$ cat config.mk
export PLATFORM = sky130hd
export DESIGN_NAME = mem_stage_sequencer
export DESIGN_NICKNAME = d
export VERILOG_FILES = /design/src/rtl/mem_stage_sequencer_pkg.sv /design/src/rtl/byte_lane_unit.sv /design/src/rtl/mem_stage_sequencer.sv
export SDC_FILE = /design/constraint.sdc
export NUM_CORES = 1
export LEC_CHECK = 0
export BUFFER_PORTS_ARGS = -buffer_cell sky130_fd_sc_hd__buf_2
export CAP_MARGIN = 0
export CELL_PAD_IN_SITES_DETAIL_PLACEMENT = 1
export CELL_PAD_IN_SITES_GLOBAL_PLACEMENT = 2
export CORE_ASPECT_RATIO = 1.5
export CORE_UTILIZATION = 30
export CTS_CLUSTER_DIAMETER = 40
export DETAILED_ROUTE_END_ITERATION = 6
export PLACE_DENSITY_LB_ADDON = 0.1
export SLEW_MARGIN = 25
export SYNTH_ARGS = -nofsm -noshare
export SYNTH_HDL_FRONTEND = slang
export SYNTH_SLANG_ARGS = --single-unit
$ cat constraint.sdc
create_clock -name clk -period 2.65 [get_ports clk]
set_input_delay 0.265 -clock clk [delete_from_list [all_inputs] [get_ports clk]]
set_output_delay 0.265 -clock clk [all_outputs]
set_load 0.05 [all_outputs]
$ cat src/rtl/mem_stage_sequencer_pkg.sv
// Shared LC-3b types for the MEM-stage sequencer: opcodes, sequencer states and opcode class helpers.
package mem_stage_sequencer_pkg;

  localparam int unsigned ADDR_W = 16;
  localparam int unsigned DATA_W = 16;

  typedef enum logic [3:0] {
    OP_BR   = 4'h0,
    OP_ADD  = 4'h1,
    OP_LDB  = 4'h2,
    OP_STB  = 4'h3,
    OP_JSR  = 4'h4,
    OP_AND  = 4'h5,
    OP_LDR  = 4'h6,
    OP_STR  = 4'h7,
    OP_RTI  = 4'h8,
    OP_NOT  = 4'h9,
    OP_LDI  = 4'hA,
    OP_STI  = 4'hB,
    OP_JMP  = 4'hC,
    OP_SHF  = 4'hD,
    OP_LEA  = 4'hE,
    OP_TRAP = 4'hF
  } lc3b_opcode;

  typedef enum logic [1:0] {
    S_IDLE = 2'd0,
    S_PTR  = 2'd1,
    S_DATA = 2'd2,
    S_DONE = 2'd3
  } lc3b_memseq_state;

  function automatic logic is_mem_op(input lc3b_opcode op);
    case (op)
      OP_LDR, OP_LDB, OP_LDI, OP_STR, OP_STB, OP_STI, OP_TRAP: return 1'b1;
      default:                                                 return 1'b0;
    endcase
  endfunction

  function automatic logic is_indirect(input lc3b_opcode op);
    return (op == OP_LDI) || (op == OP_STI);
  endfunction

  function automatic logic is_store(input lc3b_opcode op);
    return (op == OP_STR) || (op == OP_STB) || (op == OP_STI);
  endfunction

  function automatic logic is_byte_op(input lc3b_opcode op);
    return (op == OP_LDB) || (op == OP_STB);
  endfunction

endpackage

$ cat src/rtl/byte_lane_unit.sv
// Byte-lane steering for data-memory accesses: address alignment, lane enables,
// store byte replication and sign-extended load byte selection.
module byte_lane_unit
  import mem_stage_sequencer_pkg::*;
(
  input  logic [ADDR_W-1:0] i_target,
  input  logic              i_byte,
  input  logic [DATA_W-1:0] i_wdata,
  input  logic [DATA_W-1:0] i_rdata,
  output logic [ADDR_W-1:0] o_address,
  output logic [1:0]        o_byte_enable,
  output logic [DATA_W-1:0] o_wdata,
  output logic [DATA_W-1:0] o_load_data
);

  logic [7:0] w_sel_byte;

  assign w_sel_byte = i_target[0] ? i_rdata[15:8] : i_rdata[7:0];

  always_comb begin
    o_address     = {i_target[ADDR_W-1:1], 1'b0};
    o_byte_enable = 2'b11;
    o_wdata       = i_wdata;
    o_load_data   = i_rdata;
    if (i_byte) begin
      // Byte accesses keep the odd address so the cache sees the real lane.
      o_address     = i_target;
      o_byte_enable = i_target[0] ? 2'b10 : 2'b01;
      o_wdata       = {i_wdata[7:0], i_wdata[7:0]};
      o_load_data   = {{8{w_sel_byte[7]}}, w_sel_byte};
    end
  end

endmodule

$ cat src/rtl/mem_stage_sequencer.sv
// MEM-stage sequencer for the pipelined LC-3b: runs pointer and data phases against the
// data cache, stalls the pipeline while an access is outstanding and returns the result to WB.
module mem_stage_sequencer
  import mem_stage_sequencer_pkg::*;
#(
  parameter int unsigned TIMEOUT_CYCLES = 0
) (
  input  logic        clk,
  input  logic        rst_n,
  input  logic        valid,
  input  logic [3:0]  opcode,
  input  logic [15:0] addr,
  input  logic [15:0] wdata,
  input  logic        dmem_resp,
  input  logic [15:0] dmem_rdata,
  output logic        dmem_read,
  output logic        dmem_write,
  output logic [15:0] dmem_address,
  output logic [15:0] dmem_wdata,
  output logic [1:0]  dmem_byte_enable,
  output logic        stall,
  output logic [15:0] rdata_out,
  output logic        rdata_valid,
  output logic        timeout_err
);

  localparam int unsigned CNT_W = (TIMEOUT_CYCLES > 1) ? $clog2(TIMEOUT_CYCLES) : 1;

  lc3b_memseq_state  r_state;
  lc3b_memseq_state  w_state_nxt;
  lc3b_opcode        r_op;
  logic [ADDR_W-1:0] r_addr;
  logic [DATA_W-1:0] r_wdata;
  logic [ADDR_W-1:0] r_ptr;
  logic [DATA_W-1:0] r_result;
  logic [CNT_W-1:0]  r_wait_cnt;
  logic              r_timeout;

  lc3b_opcode        w_op_in;
  logic              w_accept;
  logic              w_timeout_hit;
  logic [ADDR_W-1:0] w_target;
  logic [ADDR_W-1:0] w_lane_addr;
  logic [1:0]        w_lane_be;
  logic [DATA_W-1:0] w_lane_wdata;
  logic [DATA_W-1:0] w_load_data;

  assign w_op_in  = lc3b_opcode'(opcode);
  assign w_accept = valid & is_mem_op(w_op_in);
  assign w_target = is_indirect(r_op) ? r_ptr : r_addr;
  assign rdata_out = r_result;

  // Watchdog fires on the last allowed waiting cycle; a same-cycle resp takes priority.
  assign w_timeout_hit = (TIMEOUT_CYCLES != 0) &&
                         (r_wait_cnt == CNT_W'(TIMEOUT_CYCLES - 1)) && !dmem_resp;

  byte_lane_unit u_byte_lane (
    .i_target      (w_target),
    .i_byte        (is_byte_op(r_op)),
    .i_wdata       (r_wdata),
    .i_rdata       (dmem_rdata),
    .o_address     (w_lane_addr),
    .o_byte_enable (w_lane_be),
    .o_wdata       (w_lane_wdata),
    .o_load_data   (w_load_data)
  );

  // Next-state and request/handshake outputs.
  always_comb begin
    w_state_nxt      = r_state;
    stall            = 1'b0;
    dmem_read        = 1'b0;
    dmem_write       = 1'b0;
    dmem_address     = '0;
    dmem_wdata       = '0;
    dmem_byte_enable = '0;
    rdata_valid      = 1'b0;
    timeout_err      = 1'b0;
    case (r_state)
      S_IDLE: begin
        if (w_accept) begin
          stall       = 1'b1;
          w_state_nxt = is_indirect(w_op_in) ? S_PTR : S_DATA;
        end
      end
      S_PTR: begin
        stall            = 1'b1;
        dmem_read        = 1'b1;
        dmem_address     = {r_addr[ADDR_W-1:1], 1'b0};
        dmem_byte_enable = 2'b11;
        if (dmem_resp)          w_state_nxt = S_DATA;
        else if (w_timeout_hit) w_state_nxt = S_DONE;
      end
      S_DATA: begin
        stall            = 1'b1;
        dmem_read        = ~is_store(r_op);
        dmem_write       = is_store(r_op);
        dmem_address     = w_lane_addr;
        dmem_wdata       = w_lane_wdata;
        dmem_byte_enable = w_lane_be;
        if (dmem_resp || w_timeout_hit) w_state_nxt = S_DONE;
      end
      S_DONE: begin
        rdata_valid = 1'b1;
        timeout_err = r_timeout;
        w_state_nxt = S_IDLE;
      end
      default: w_state_nxt = S_IDLE;
    endcase
  end

  // State, latched instruction fields, pointer/result capture and wait counter.
  always_ff @(posedge clk) begin
    if (!rst_n) begin
      r_state    <= S_IDLE;
      r_op       <= OP_BR;
      r_addr     <= '0;
      r_wdata    <= '0;
      r_ptr      <= '0;
      r_result   <= '0;
      r_wait_cnt <= '0;
      r_timeout  <= 1'b0;
    end else begin
      r_state   <= w_state_nxt;
      r_timeout <= 1'b0;
      case (r_state)
        S_IDLE: begin
          if (w_accept) begin
            r_op    <= w_op_in;
            r_addr  <= addr;
            r_wdata <= wdata;
          end
        end
        S_PTR: begin
          if (dmem_resp) begin
            r_ptr <= dmem_rdata;
          end else if (w_timeout_hit) begin
            r_result  <= '0;
            r_timeout <= 1'b1;
          end
        end
        S_DATA: begin
          if (dmem_resp) begin
            r_result <= is_store(r_op) ? '0 : w_load_data;
          end else if (w_timeout_hit) begin
            r_result  <= '0;
            r_timeout <= 1'b1;
          end
        end
        default: ;
      endcase
      if (w_state_nxt != r_state) begin
        r_wait_cnt <= '0;
      end else if ((r_state == S_PTR) || (r_state == S_DATA)) begin
        r_wait_cnt <= r_wait_cnt + CNT_W'(1);
      end
    end
  end

endmodule
==> results.md <==
- Syn_nets: ~460
- Clock Latency Late Sink: approximately 0.33 ns
- GR Util met1: between 20% and 30%
- Worst min path class: in -> reg
- Seq/Total Area, Yosys: roughly 41%
- Initial Util: a little under a third
- Resized Gates After CTS: 1
- Routed Antenna Nets: 0
- Largest net degree at the start of global routing: 38
- Num CTS Buffers: 9
- Element type at the critical path start: flop
- Slew HR: 51.17%
- Gate Count Post-Synth: 403
- Fin crit share: approximately 90%
- Clock Skew: roughly 0.0045 ns
- Vias: between 3k and 4k
- CORE AREA: 10710 um^2
- Reg area: around 1400 um^2
- # hold bufs at CTS: 0
- Initial drt markers: 96
- Final hold vios: 0
- Crit path required time: 2.38 ns
- Cell Count, Final, Fillers Out: 647
- Xor-xnor portion of the synthesized cell area: 0%
- Drt total wl: 11.12 mm
- Number of global-route vias before repair: 3417
- Peak Freq: 0.4070 GHz
- Synth Area in Adders: under 10%
- Die Y: 131.4 um
- Global-route wire length before repair: 17.99 mm
- Overall power: approximately 3.4 mW
- Yosys warnings: 0
- Lkg Pwr: 1.771 nW
- Post-Place Cells: 631
- Vias per cell: 5.031
- Post-CTS Setup Repair Bufs: 0
- RSZ-0062 raised after global routing: false
- Fin Setup TNS: 0 ns
- TritonCTS clock tree: done
- Ratio of cells with drive above 1 in the final layout: 28.03%
- Dpl hpwl: about 8 mm
- Gr ovfl total: 0
- Clock root cell: clkbuf_16
- Crit Path Class: reg -> out
- Max cap viols: 0
- # rows: 46
- Syn_area_per_cell: 8.305 um^2
- Critical path fanouts, max: 15
- Post-Synth Simple-Gate Area: 20.30%
- Met3 GRT Util: 4.209%
- Synth-to-layout area growth: 28.97%
- GPL Wtd Cong: ~0.72
- Cell area power density: 795.7 nW/um^2
- Initial antenna violation count: 0
- Worst Setup End Kind: output pin
- Final min period: 2.457 ns
- Gr usage total: 20.20%
- # DRC: 0
- Compound-Gate Fraction of Synth Area: 28.75%
- ANT cells: 0
- IO Count: ~110
- Mux cell area share after synthesis: under 10%
- Die X-Extent: 88.24 um
- Pre-antenna DRT Iters: 4
- Worst-path clk slew: roughly 0.050 ns
- Die area: 11590 um^2
- Peak ir drop on the vdd network: between 0.3 and 0.4 mV
- Post-Syn Area: 3347 um^2
- Main synth FF type: dfxtp_1
- Slew @ Worst Pin: 0.7292 ns
- Largest family of logic cells by synthesized area: compound AO/OA/AOI/OAI gates
- Clock sinks: 69
- Met2 Use GR: between 30% and 40%
- Fin. max-slew vios: 0
- Async S/R FF share, synth: 0%
- Final setup fails: 0
- Fillcell total: 1371
- CTS Buffer Depth: 2
- WL/cell: roughly 17 um
- GR peak layer: met2
- Synth unique cells: 37
- EDFF count, synth: 0
- H-tree depth: 3
- IO Port Bufs: 109
- Outcome: finished, final reports clean
- Layout Nets: 558
- Synth Register Bits: 69
- Area taken by multi-input logic gates: 1788 um^2
- Arrival @ worst endpoint: 2.19 ns
[sequential cells by signal, summed over array words and instances, names as in the netlist]
signal / count
r_state: 2
r_ptr: 15
rdata_out: 16
r_wdata: 16
r_addr: 16
r_op: 4
[path summary, 6_finish.rpt]
path	end	slack, ns	cells after the start	from
setup / recovery	dmem_address[2]	0.19	5	r_state[0]
hold / removal	r_wdata[5]	0.19	3	wdata[5]
setup reg to reg	rdata_out[11]	0.85	6	r_state[0]
hold reg to reg	rdata_out[14]	0.45	2	rdata_out[14]
[cell usage in the layout (no fill, tap or decap), drive strengths merged, types with 5 or more instances in the layout]
cell	n
clkbuf	13
nand3	42
o21ai	45
and2	11
o21a	5
o31ai	9
dfxtp	69
buf	120
a21boi	59
a22o	15
nand2	62
nor2	12
mux2i	8
[power by group]
group	switching (mW)	internal, mW	total [mW]
registers	0.0612	1.13	1.19
clock network	0.455	0.876	1.33
logic	0.631	0.278	0.909
total	1.15	2.29	3.43
[cell families (layout without fill, tap and decap cells)]
kind of cell,count (synthesis),count (layout)
other,1,1
adder cells (fa/ha/maj),4,4
flip-flops,69,69
AND/OR/NAND/NOR,142,142
buffers and inverters,39,139
AO/OA/AOI/OAI,139,139
multiplexers,9,9
[layout make-up]
class	count	share of cell area, %
clock inverters	3	1.565
repair buffers	120	14.55
clock buffers	13	6.029
flip-flops and latches	69	32.00
multi-input cells	295	41.42
inverters	3	0.2609
well taps	144	4.174
[through the flow]
stage | instance area, um^2 | util [%] | worst slack, ns | hold WS, ns
final | 4317 | 40.32 | 0.1929 | 0.1871
after global placement | 3988 | 37.25 | 0.4851 | 0.4344
after detailed placement | 3988 | 37.25 | 0.3691 | 0.4436
after global routing | 4317 | 40.32 | 0.08150 | 0.1928
after CTS | 4317 | 40.32 | 0.1966 | 0.1764
after floorplan | 3347 | - | 0.2859 | 0.4099
[Yosys cell counts (all sizes together) (5+ instances only)]
cell type / instances / area share (%)
a21boi: 59 / 13
nand3: 42 / 6.3
clkbuf: 26 / 2.9
and2: 11 / 2.1
dfxtp: 69 / 41
o21a: 5 / 1.1
o31ai: 9 / 2.0
o21ai: 45 / 6.7
buf: 10 / 2.1
nand2: 62 / 7.0
mux2i: 8 / 2.4
a22o: 15 / 3.9
nor2: 12 / 1.3
[critical path, cell delays in order, from the launching register on]
cell and delay, ns:
dfxtp_1 0.39, inv_1 0.09, ha_1 0.46, and3_2 0.44
a22o_1 0.22, buf_2 0.26
[layer usage]
metal | part of all wire (%) | wire (um)
met5 | 0 | 0
met1 | 44 | 4920
met3 | 3.9 | 431
met4 | 1.3 | 146
met2 | 51 | 5620
Power figures use the tool's default switching activity.
